`src/rtl/ns_pkg.sv`:
```
// ----------------------------------------------------------------------------
// ns_pkg
// Shared constants and types for the noise-shaper front end.
//   NS_DATA_W      : sample width at the noise-shaper input
//   NS_CLK_DIV     : CLK_24M cycles per enable_3M strobe
//   NS_INTERP_LOG2 : log2 of the 48 kHz -> 3.072 MHz interpolation factor
//   ns_sample_t    : signed sample handed to the shaper
//   ns_interp_state_e : interpolator control states
// ----------------------------------------------------------------------------
package ns_pkg;

    localparam int NS_DATA_W      = 11;
    localparam int NS_CLK_DIV     = 8;
    localparam int NS_INTERP_LOG2 = 6;

    typedef logic signed [NS_DATA_W-1:0] ns_sample_t;

    typedef enum logic {
        FILL = 1'b0,
        RUN  = 1'b1
    } ns_interp_state_e;

endpackage

```
`src/rtl/ns_strobe_gen.sv`:
```
// ----------------------------------------------------------------------------
// ns_strobe_gen
// Divides CLK_24M down to a registered one-cycle enable strobe.
// Ports:
//   CLK_24M   in  system clock
//   reset     in  asynchronous, active-low
//   enable_3M out high for exactly the cycle in which the divider sits at
//                 CLK_DIV-1, i.e. one cycle in every CLK_DIV
// ----------------------------------------------------------------------------
module ns_strobe_gen #(
    parameter int CLK_DIV = 8
) (
    input  logic CLK_24M,
    input  logic reset,
    output logic enable_3M
);

    localparam int CNT_W = (CLK_DIV > 1) ? $clog2(CLK_DIV) : 1;
    localparam logic [CNT_W-1:0] CNT_LAST = CNT_W'(CLK_DIV - 1);

    logic [CNT_W-1:0] div_cnt_q, div_cnt_d;
    logic             enable_3M_q, enable_3M_d;

    // The strobe is derived from the next count so that the registered
    // strobe lines up with the cycle where the counter holds CNT_LAST.
    always_comb begin
        div_cnt_d = div_cnt_q + 1'b1;
        if (div_cnt_q == CNT_LAST) begin
            div_cnt_d = '0;
        end
        enable_3M_d = (div_cnt_d == CNT_LAST);
    end

    always_ff @(posedge CLK_24M or negedge reset) begin
        if (!reset) begin
            div_cnt_q   <= '0;
            enable_3M_q <= 1'b0;
        end else begin
            div_cnt_q   <= div_cnt_d;
            enable_3M_q <= enable_3M_d;
        end
    end

    assign enable_3M = enable_3M_q;

endmodule

```
`src/rtl/ns_input_interpolator.sv`:
```
// ----------------------------------------------------------------------------
// ns_input_interpolator
// Feeds the fifth-order noise shaper: takes low-rate signed PCM over a
// valid/ready handshake, linearly interpolates by 2^INTERP_LOG2, then rounds
// and saturates each point to the shaper's OUT_W-bit input. Also generates
// the enable_3M strobe shared with the shaper.
// Optional build macro NS_INTERP_DITHER_EN: replaces the round-half-up
// constant with the low SH bits of a 16-bit LFSR (rectangular dither).
// Ports:
//   CLK_24M        in  system clock
//   reset          in  asynchronous, active-low
//   in_data        in  signed PCM sample
//   in_valid       in  in_data is valid
//   in_ready       out one-entry buffer is empty
//   clear_underrun in  synchronous clear of the underrun flag
//   enable_3M      out one-cycle strobe every CLK_DIV cycles
//   data_o         out signed sample to the shaper, changes only on strobes
//   underrun       out sticky: a sample was needed but none was buffered
// ----------------------------------------------------------------------------
module ns_input_interpolator
    import ns_pkg::*;
#(
    parameter int IN_W        = 16,
    parameter int OUT_W       = NS_DATA_W,
    parameter int INTERP_LOG2 = NS_INTERP_LOG2,
    parameter int CLK_DIV     = NS_CLK_DIV
) (
    input  logic                    CLK_24M,
    input  logic                    reset,
    input  logic signed [IN_W-1:0]  in_data,
    input  logic                    in_valid,
    output logic                    in_ready,
    input  logic                    clear_underrun,
    output logic                    enable_3M,
    output logic signed [OUT_W-1:0] data_o,
    output logic                    underrun
);

    localparam int SH = IN_W - OUT_W;
    localparam int PW = IN_W + INTERP_LOG2 + 2;
    localparam logic signed [OUT_W:0] SAT_MAX = (OUT_W+1)'((2**(OUT_W-1)) - 1);
    localparam logic signed [OUT_W:0] SAT_MIN = (OUT_W+1)'(-(2**(OUT_W-1)));
`ifndef NS_INTERP_DITHER_EN
    localparam logic signed [IN_W:0]  ROUND_C = (IN_W+1)'(2**(SH-1));
`endif

    ns_interp_state_e         state_q, state_d;
    logic signed [IN_W-1:0]   buf_q, buf_d;
    logic                     buf_full_q, buf_full_d;
    logic signed [IN_W-1:0]   prev_q, prev_d;
    logic signed [IN_W-1:0]   curr_q, curr_d;
    logic [INTERP_LOG2-1:0]   phase_q, phase_d;
    logic signed [OUT_W-1:0]  data_o_q, data_o_d;
    logic                     underrun_q, underrun_d;

    logic signed [IN_W:0]     diff, interp, round_c, rounded;
    logic signed [PW-1:0]     diff_ext, phase_ext, prod;
    logic signed [OUT_W:0]    out_full;
    logic signed [OUT_W-1:0]  sat_val;

    ns_strobe_gen #(
        .CLK_DIV (CLK_DIV)
    ) u_strobe (
        .CLK_24M   (CLK_24M),
        .reset     (reset),
        .enable_3M (enable_3M)
    );

`ifdef NS_INTERP_DITHER_EN
    logic [15:0] lfsr_q, lfsr_d;

    // Fibonacci LFSR, taps 16,15,13,4; steps once per 3M period.
    always_comb begin
        lfsr_d = lfsr_q;
        if (enable_3M) begin
            lfsr_d = {lfsr_q[14:0], lfsr_q[15] ^ lfsr_q[14] ^ lfsr_q[12] ^ lfsr_q[3]};
        end
    end

    always_ff @(posedge CLK_24M or negedge reset) begin
        if (!reset) begin
            lfsr_q <= 16'hACE1;
        end else begin
            lfsr_q <= lfsr_d;
        end
    end
`endif

    // Interpolation point from the current (pre-update) prev/curr/phase.
    // interp always lies between prev and curr, so IN_W+1 bits never wrap.
    always_comb begin
        diff      = {curr_q[IN_W-1], curr_q} - {prev_q[IN_W-1], prev_q};
        diff_ext  = $signed({{(PW-IN_W-1){diff[IN_W]}}, diff});
        phase_ext = $signed({{(PW-INTERP_LOG2){1'b0}}, phase_q});
        prod      = diff_ext * phase_ext;
        interp    = (IN_W+1)'($signed({{(PW-IN_W){prev_q[IN_W-1]}}, prev_q}) + (prod >>> INTERP_LOG2));
`ifdef NS_INTERP_DITHER_EN
        round_c   = $signed({{(IN_W+1-SH){1'b0}}, lfsr_q[SH-1:0]});
`else
        round_c   = ROUND_C;
`endif
        rounded   = interp + round_c;
        out_full  = (OUT_W+1)'(rounded >>> SH);
        sat_val   = out_full[OUT_W-1:0];
        if (out_full > SAT_MAX) begin
            sat_val = SAT_MAX[OUT_W-1:0];
        end else if (out_full < SAT_MIN) begin
            sat_val = SAT_MIN[OUT_W-1:0];
        end
    end

    // Buffer accept runs every cycle; everything else advances only on
    // strobe edges. Consume and accept never coincide because in_ready is
    // low whenever the buffer holds a sample. The underrun set is applied
    // after the clear so a simultaneous set wins.
    always_comb begin
        state_d    = state_q;
        buf_d      = buf_q;
        buf_full_d = buf_full_q;
        prev_d     = prev_q;
        curr_d     = curr_q;
        phase_d    = phase_q;
        data_o_d   = data_o_q;
        underrun_d = underrun_q;

        if (in_valid && !buf_full_q) begin
            buf_d      = in_data;
            buf_full_d = 1'b1;
        end

        if (clear_underrun) begin
            underrun_d = 1'b0;
        end

        if (enable_3M) begin
            case (state_q)
                FILL: begin
                    data_o_d = '0;
                    if (buf_full_q) begin
                        curr_d     = buf_q;
                        prev_d     = '0;
                        phase_d    = '0;
                        buf_full_d = 1'b0;
                        state_d    = RUN;
                    end
                end
                RUN: begin
                    data_o_d = sat_val;
                    phase_d  = phase_q + 1'b1;
                    if (phase_q == '1) begin
                        prev_d = curr_q;
                        if (buf_full_q) begin
                            curr_d     = buf_q;
                            buf_full_d = 1'b0;
                        end else begin
                            underrun_d = 1'b1;
                        end
                    end
                end
                default: begin
                    state_d = FILL;
                end
            endcase
        end
    end

    always_ff @(posedge CLK_24M or negedge reset) begin
        if (!reset) begin
            state_q    <= FILL;
            buf_q      <= '0;
            buf_full_q <= 1'b0;
            prev_q     <= '0;
            curr_q     <= '0;
            phase_q    <= '0;
            data_o_q   <= '0;
            underrun_q <= 1'b0;
        end else begin
            state_q    <= state_d;
            buf_q      <= buf_d;
            buf_full_q <= buf_full_d;
            prev_q     <= prev_d;
            curr_q     <= curr_d;
            phase_q    <= phase_d;
            data_o_q   <= data_o_d;
            underrun_q <= underrun_d;
        end
    end

    assign in_ready = !buf_full_q;
    assign data_o   = data_o_q;
    assign underrun = underrun_q;

endmodule
```
`config.mk`:
```
export PLATFORM = sky130hd
export DESIGN_NAME = ns_input_interpolator
export DESIGN_NICKNAME = d
export VERILOG_FILES = /design/src/rtl/ns_pkg.sv /design/src/rtl/ns_strobe_gen.sv /design/src/rtl/ns_input_interpolator.sv
export SDC_FILE = /design/constraint.sdc
export NUM_CORES = 1
export LEC_CHECK = 0
export ABC_AREA = 1
export BUFFER_PORTS_ARGS = -buffer_cell sky130_fd_sc_hd__buf_2
export CAP_MARGIN = 20
export CORE_ASPECT_RATIO = 2
export CORE_UTILIZATION = 47
export CTS_CLUSTER_DIAMETER = 40
export CTS_CLUSTER_SIZE = 40
export DETAILED_ROUTE_END_ITERATION = 10
export SKIP_CTS_REPAIR_TIMING = 1
export SLEW_MARGIN = 5
export SYNTH_ARGS = -nofsm -noshare
export SYNTH_HDL_FRONTEND = slang
export SYNTH_SLANG_ARGS = --single-unit
```
`constraint.sdc`:
```
create_clock -name CLK_24M -period 15.3 [get_ports CLK_24M]
set_clock_uncertainty 0.2 [all_clocks]
set_input_delay 4.59 -clock CLK_24M [delete_from_list [all_inputs] [get_ports CLK_24M]]
set_output_delay 4.59 -clock CLK_24M [all_outputs]
set_load 0.05 [all_outputs]
```
Yosys cells after proc, flatten, opt, wreduce, memory -nomap -nowiden
Index checks and enable logic that the tools add are counted.

Reductions and logical operators: 5. Equal/unequal tests: 5. Add/subtract/negate cells: 5. Muxes and demuxes: 24. Bitwise operators: 1. Multiply operators: 1. $lt $le $gt $ge: 2.

Operators by type and width (number): two-way mux 16 bit (4); one-hot mux 16 bit (2 select lines) (2); multiplier 17 x 7 -> 23 bit (1); two-way mux 11 bit (2); one-hot mux 11 bit (2 select lines) (1); adder 16 x 17 -> 17 bit (1); adder 17 x 6 -> 17 bit (second input constant) (1); subtractor 16 x 16 -> 17 bit (1); greater-than comparator 12 x 11 -> 1 bit (second input constant) (1); < comparator 12 x 11 -> 1 bit (second input constant) (1); one-hot mux 6 bit (2 select lines) (1); two-way mux 1 bit (11); adder 6 x 1 -> 6 bit (second input constant) (1); == test 3 bit (second input constant) (2); == test 6 bit (second input constant) (1); two-way mux 6 bit (1); AND reduction 2 bit (2); adder 3 x 1 -> 3 bit (second input constant) (1); two-way mux 3 bit (1); AND reduction 3 bit (1); != test 2 x 1 -> 1 bit (second input constant) (1); != test 2 bit (second input constant) (1); one-hot mux 1 bit (2 select lines) (1); logical AND 1 bit (1); 2 further kinds (2).

Flip-flop bits (word level): 72. Output and inout port bits: 14. Input bits: 20.

Depth between registers and ports, before layout
Depth after elaboration: 8. Depth in mapped cells: 44. Depth with buffers taken out: 44.

Cells and area by module
A second synthesis with hierarchy kept.

Cell total of the unflattened synthesis: 1021. Area total of the unflattened synthesis: 8050.2 µm².

By module, submodules not included: ns_input_interpolator (seq. area each 1701.6 µm², times used 1, area each 7893.8 µm², cells each 1009); ns_strobe_gen (seq. area each 100.1 µm², times used 1, area each 156.4 µm², cells each 12).

Worst setup path before layout
OpenSTA, ideal clock, no wires.

Kind: reg-to-reg. Start point: register prev_q[2]. End point: register data_o_q[0], in the netlist data_o[0]. Period minus slack after synthesis: 7408 ps. Required time: 14982 ps. Buffers on the path: 0. Slack: 7892 ps. Arrival: 7090 ps. Cell stages (with the launch flop): 41. Cells stage by stage: dfrtp_1 inv_1 ha_1 a21oi_1 and2_1 inv_1 a21oi_1 nor2_1 nor2_1 xor2_1 nor2_1 fa_1 inv_1 fa_1 inv_1 fa_1 inv_1 fa_1 [5 not listed] o21bai_2 a21oi_1 o21ai_1 nand3_1 nand2_1 xor2_1 ha_1 ha_1 a21oi_1 o21ai_0 a221oi_1 nand2_1 nand2_4 nand3_4 nand2_1 nand2_1 nand2_1 nand2_1.

Word-level cells in the longest chain between the ends: 8. Elaborated cells on any way between the ends: 9. Classes of those cells: add/sub: 3; mul: 1; order compare: 2; mux: 3.

RTL lines: start: declaration (RTL line ns_input_interpolator.sv:50) `logic signed [IN_W-1:0] prev_q, prev_d;`; start signal: assignment (RTL line ns_input_interpolator.sv:181) `prev_q <= prev_d;`; subtractor 16 x 16 -> 17 bit (RTL line ns_input_interpolator.sv:92) `diff = {curr_q[IN_W-1], curr_q} - {prev_q[IN_W-1], prev_q};`; multiplier 17 x 7 -> 23 bit (RTL line ns_input_interpolator.sv:95) `prod = diff_ext * phase_ext;`; adder 16 x 17 -> 17 bit (*) (RTL line ns_input_interpolator.sv:96) `interp = (IN_W+1)'($signed({{(PW-IN_W){prev_q[IN_W-1]}}, prev_q}) + (prod >>> INTERP_LOG2));`; adder 17 x 6 -> 17 bit (*) (RTL line ns_input_interpolator.sv:102) `rounded = interp + round_c;`; < comparator 12 x 11 -> 1 bit (RTL line ns_input_interpolator.sv:107) `end else if (out_full < SAT_MIN) begin`; two-way mux 11 bit (RTL line ns_input_interpolator.sv:107); two-way mux 11 bit (*) (RTL line ns_input_interpolator.sv:105) `if (out_full > SAT_MAX) begin`; one-hot mux 11 bit (2 select lines) (*) (RTL line ns_input_interpolator.sv:136) `case (state_q)`; end signal: assignment (RTL line ns_input_interpolator.sv:184) `data_o_q <= data_o_d;`; end: declaration (RTL line ns_input_interpolator.sv:53) `logic signed [OUT_W-1:0] data_o_q, data_o_d;`.

Mark *: on every way between the ends. The rest lies on a longest branch, timed or not. A chain may end at the register's enable or synchronous reset.

Final worst setup path
Start point: register prev_q[2]. End point: register data_o_q[8], in the netlist data_o[8].

The elaborated chain is that of the path after synthesis.

==> impl_metrics.ini <==
[outcome]
status = finished, final reports clean

[timing]
hold_ws_ns = 0.258
rsz0062_at_grt = false
final.setup.tns_ns = 0
hold_violations = 0
maxSlewHeadroom_pct = 47.4
slew_violations = 0
period_share_pct = 55.9
setup_slack_ns = 6.75
fmax_mhz = 117
finalSetupViolCount = 0
tightest_slew_ns = 0.787
post-route-min-period_ns = 8.55

[hold_path]
hold_depth = 1
hp-class = reg2reg

[drt]
firstDrtPassIters = 4
drc_errors = 0
vias_per_cell = 5.19
drtAntennaViolNets = 0
vias = 6544
routed_wl_um = 19100
drt_iter0_drc = 286
post_drt_wl_per_cell_um = 15.1

[synth]
syn_area_sq_um = 8090
synth_fp_nets = 1202
yosysWarnings = 0
ys.flop_type = dfrtp_1
syn_avg_cell_area_sq_um = 7.93
synth_most_common_cell = nand2_1
ys_ff_latch = 72
ys_seq_area_share_pct = 22.3
synthArstFlopShare_pct = 100
synth_top_area_share_pct = 22.3
synth_top_area_cell = dfrtp_1
synth_cell_types = 44
synth_edf_count = 0
postSynthCellCount = 1021
ys_top_cells_by_area = dfrtp_1 22%, fa_1 17%, ha_1 14%
synthTopCellsByCount = 204 x nand2_1, 170 x inv_1, 118 x nor2_1, 92 x ha_1, 72 x dfrtp_1

[die]
die_y_um = 188
core_sq_um = 16800
die_area_sq_um = 17800
die_x_um = 94.8
initial_utilization_pct = 48.3
num_rows = 67
ios = 34

[setup_path]
endpoint_kind = register
worst_path_largest_cell_delay_ns = 0.58
reg2reg_from = prev_q[2]$_DFFE_PN0P_
worstPathArrival_ns = 8.57
crit_path_max_fanout = 10
cp.required_ns = 15.32
r2r_end = data_o[8]$_DFFE_PN0P_
worst-setup-path-type = reg2reg
crit_start = prev_q[2]$_DFFE_PN0P_
rr_worst_depth = 37
setup.worst_path.start_class = register
critPathSlowestCell = o31ai_1
ff2ff_setup_slack_ns = 6.75
crit_path_end = data_o[8]$_DFFE_PN0P_

[clock_network]
worstSkewPairLatency_ns = 0.34
cts_buffers = 9
htree_levels = 3
cts.clk_slew.worst_paths_ns = 0.07
clk_path_buf_depth = 2
cts.sinks = 72
clockRootBuffer = clkbuf_16
cts_tree = built

[power_and_ir_drop]
power_leakage_nw = 4.80
peakVddDrop_mv = 0.0805
power.density_nw_per_um2 = 151

[placed_design]
placed_area_sq_um = 8460
routabilityCongestion = 0.837
dpl.hpwl_um = 16300
place_ws_ns = 6.76
portBuffers = 33

[global_routing]
grt_pass1_wl_um = 32400
grt_overflow_total = 0
grt_pass1_vias = 6950
grt_max_degree = 57
grt_use_total_pct = 23.6
antenna_found_initial = 0

[cells_and_area]
stdcell_area_sq_um = 8760
utilization_pct = 52.3
area_delta_synth_final_pct = 8.32
nNetsFinal = 1230
layout-drive-gt1-share_pct = 10.7
antenna_cells = 0

[run]
max_cap_violations = 0
==> per-stage QoR <==
| step | std cells | total power [W] |
|---|---|---|
| final | 1261 | 0.00132 |
| after global routing | 1261 | 0.00146 |
| after CTS | 1261 | 0.00133 |
| after detailed placement | 1245 | 0.00110 |
| after global placement | 1244 | 0.00111 |
| after floorplan | 1021 | 0.000914 |
==> per-layer routing <==
| metal | vias to the layer above | GRT usage [%] | share of wire [%] |
|---|---|---|---|
| met1 | 3097 | 24.7 | 37 |
| met3 | 43 | 2.60 | 2.5 |
| met5 | - | 0 | 0 |
| met2 | 142 | 45.4 | 56 |
| met4 | 0 | 9.79 | 4.0 |
| li1 | 3262 | - | - |
==> cell families after synthesis <==
logic type / Yosys count / synth area share [%]
XOR/XNOR: 38 / 4.11
AO/OA/AOI/OAI: 123 / 8.32
adder cells (fa/ha/maj): 161 / 31.3
buffers and inverters: 196 / 9.37
AND/OR/NAND/NOR: 421 / 23.2
flip-flops: 72 / 22.3
multiplexers: 10 / 1.39
==> layout by cell type (no fill, tap or decap), types with 12 or more instances in the layout <==
| cell | count |
|---|---|
| xor2_1 | 28 |
| nand3_1 | 38 |
| dfrtp_1 | 72 |
| ha_1 | 92 |
| nand2_1 | 204 |
| nand2_2 | 12 |
| o21ai_0 | 42 |
| inv_1 | 170 |
| a21oi_1 | 56 |
| nor2_1 | 118 |
| fa_1 | 69 |
| buf_2 | 32 |
==> critical path, delay by kind of cell, from the launching register on <==
kind	cells	cell delay, ns
DFF	1	0.36
and+or+nand+nor	13	1.42
adders and majority gates	8	3.20
AOI/OAI and AO/OA	8	2.24
xor gates and xnor gates	2	0.66
buffers and inverters	6	0.33
==> sequential cells by signal, summed over array words and instances, names as in the netlist <==
signal,flops
buf_full_q,1
buf_q,16
curr_q,16
data_o,11
phase_q,6
prev_q,16
state_q,1
u_strobe.div_cnt_q,3
u_strobe.enable_3M,1
underrun,1
==> power by group <==
group | switching [W] | internal (W) | leakage (nW)
registers | 0.0000120 | 0.000213 | 0.882
clock network | 0.0000905 | 0.000128 | 0.147
logic | 0.000569 | 0.000310 | 3.77
total | 0.000672 | 0.000651 | 4.80
==> layout make-up <==
class                   count  area (sq um)
clock buffers               9           225
well taps                 207           259
flip-flops and latches     72          1800
inverters                 176           661
multi-input cells         753          5540
repair buffers             37           205
clock inverters             7          77.6
fillers                  1710          8000
==> worst min-delay path by stage <==
stage          slack [ns]                       startpoint                         endpoint
6_report             0.26  u_strobe.div_cnt_q[0]$_DFF_PN0_  u_strobe.div_cnt_q[0]$_DFF_PN0_
3_5_place_dp         0.26  u_strobe.div_cnt_q[0]$_DFF_PN0_  u_strobe.div_cnt_q[0]$_DFF_PN0_
2_1_floorplan        0.23  u_strobe.div_cnt_q[0]$_DFF_PN0_  u_strobe.div_cnt_q[0]$_DFF_PN0_
3_3_place_gp         0.25  u_strobe.div_cnt_q[0]$_DFF_PN0_  u_strobe.div_cnt_q[0]$_DFF_PN0_
4_1_cts              0.26             buf_q[2]$_DFFE_PN0P_            curr_q[2]$_DFFE_PN0P_
5_1_grt              0.28             buf_q[2]$_DFFE_PN0P_            curr_q[2]$_DFFE_PN0P_
No activity file was read; power rests on OpenSTA's default activity.
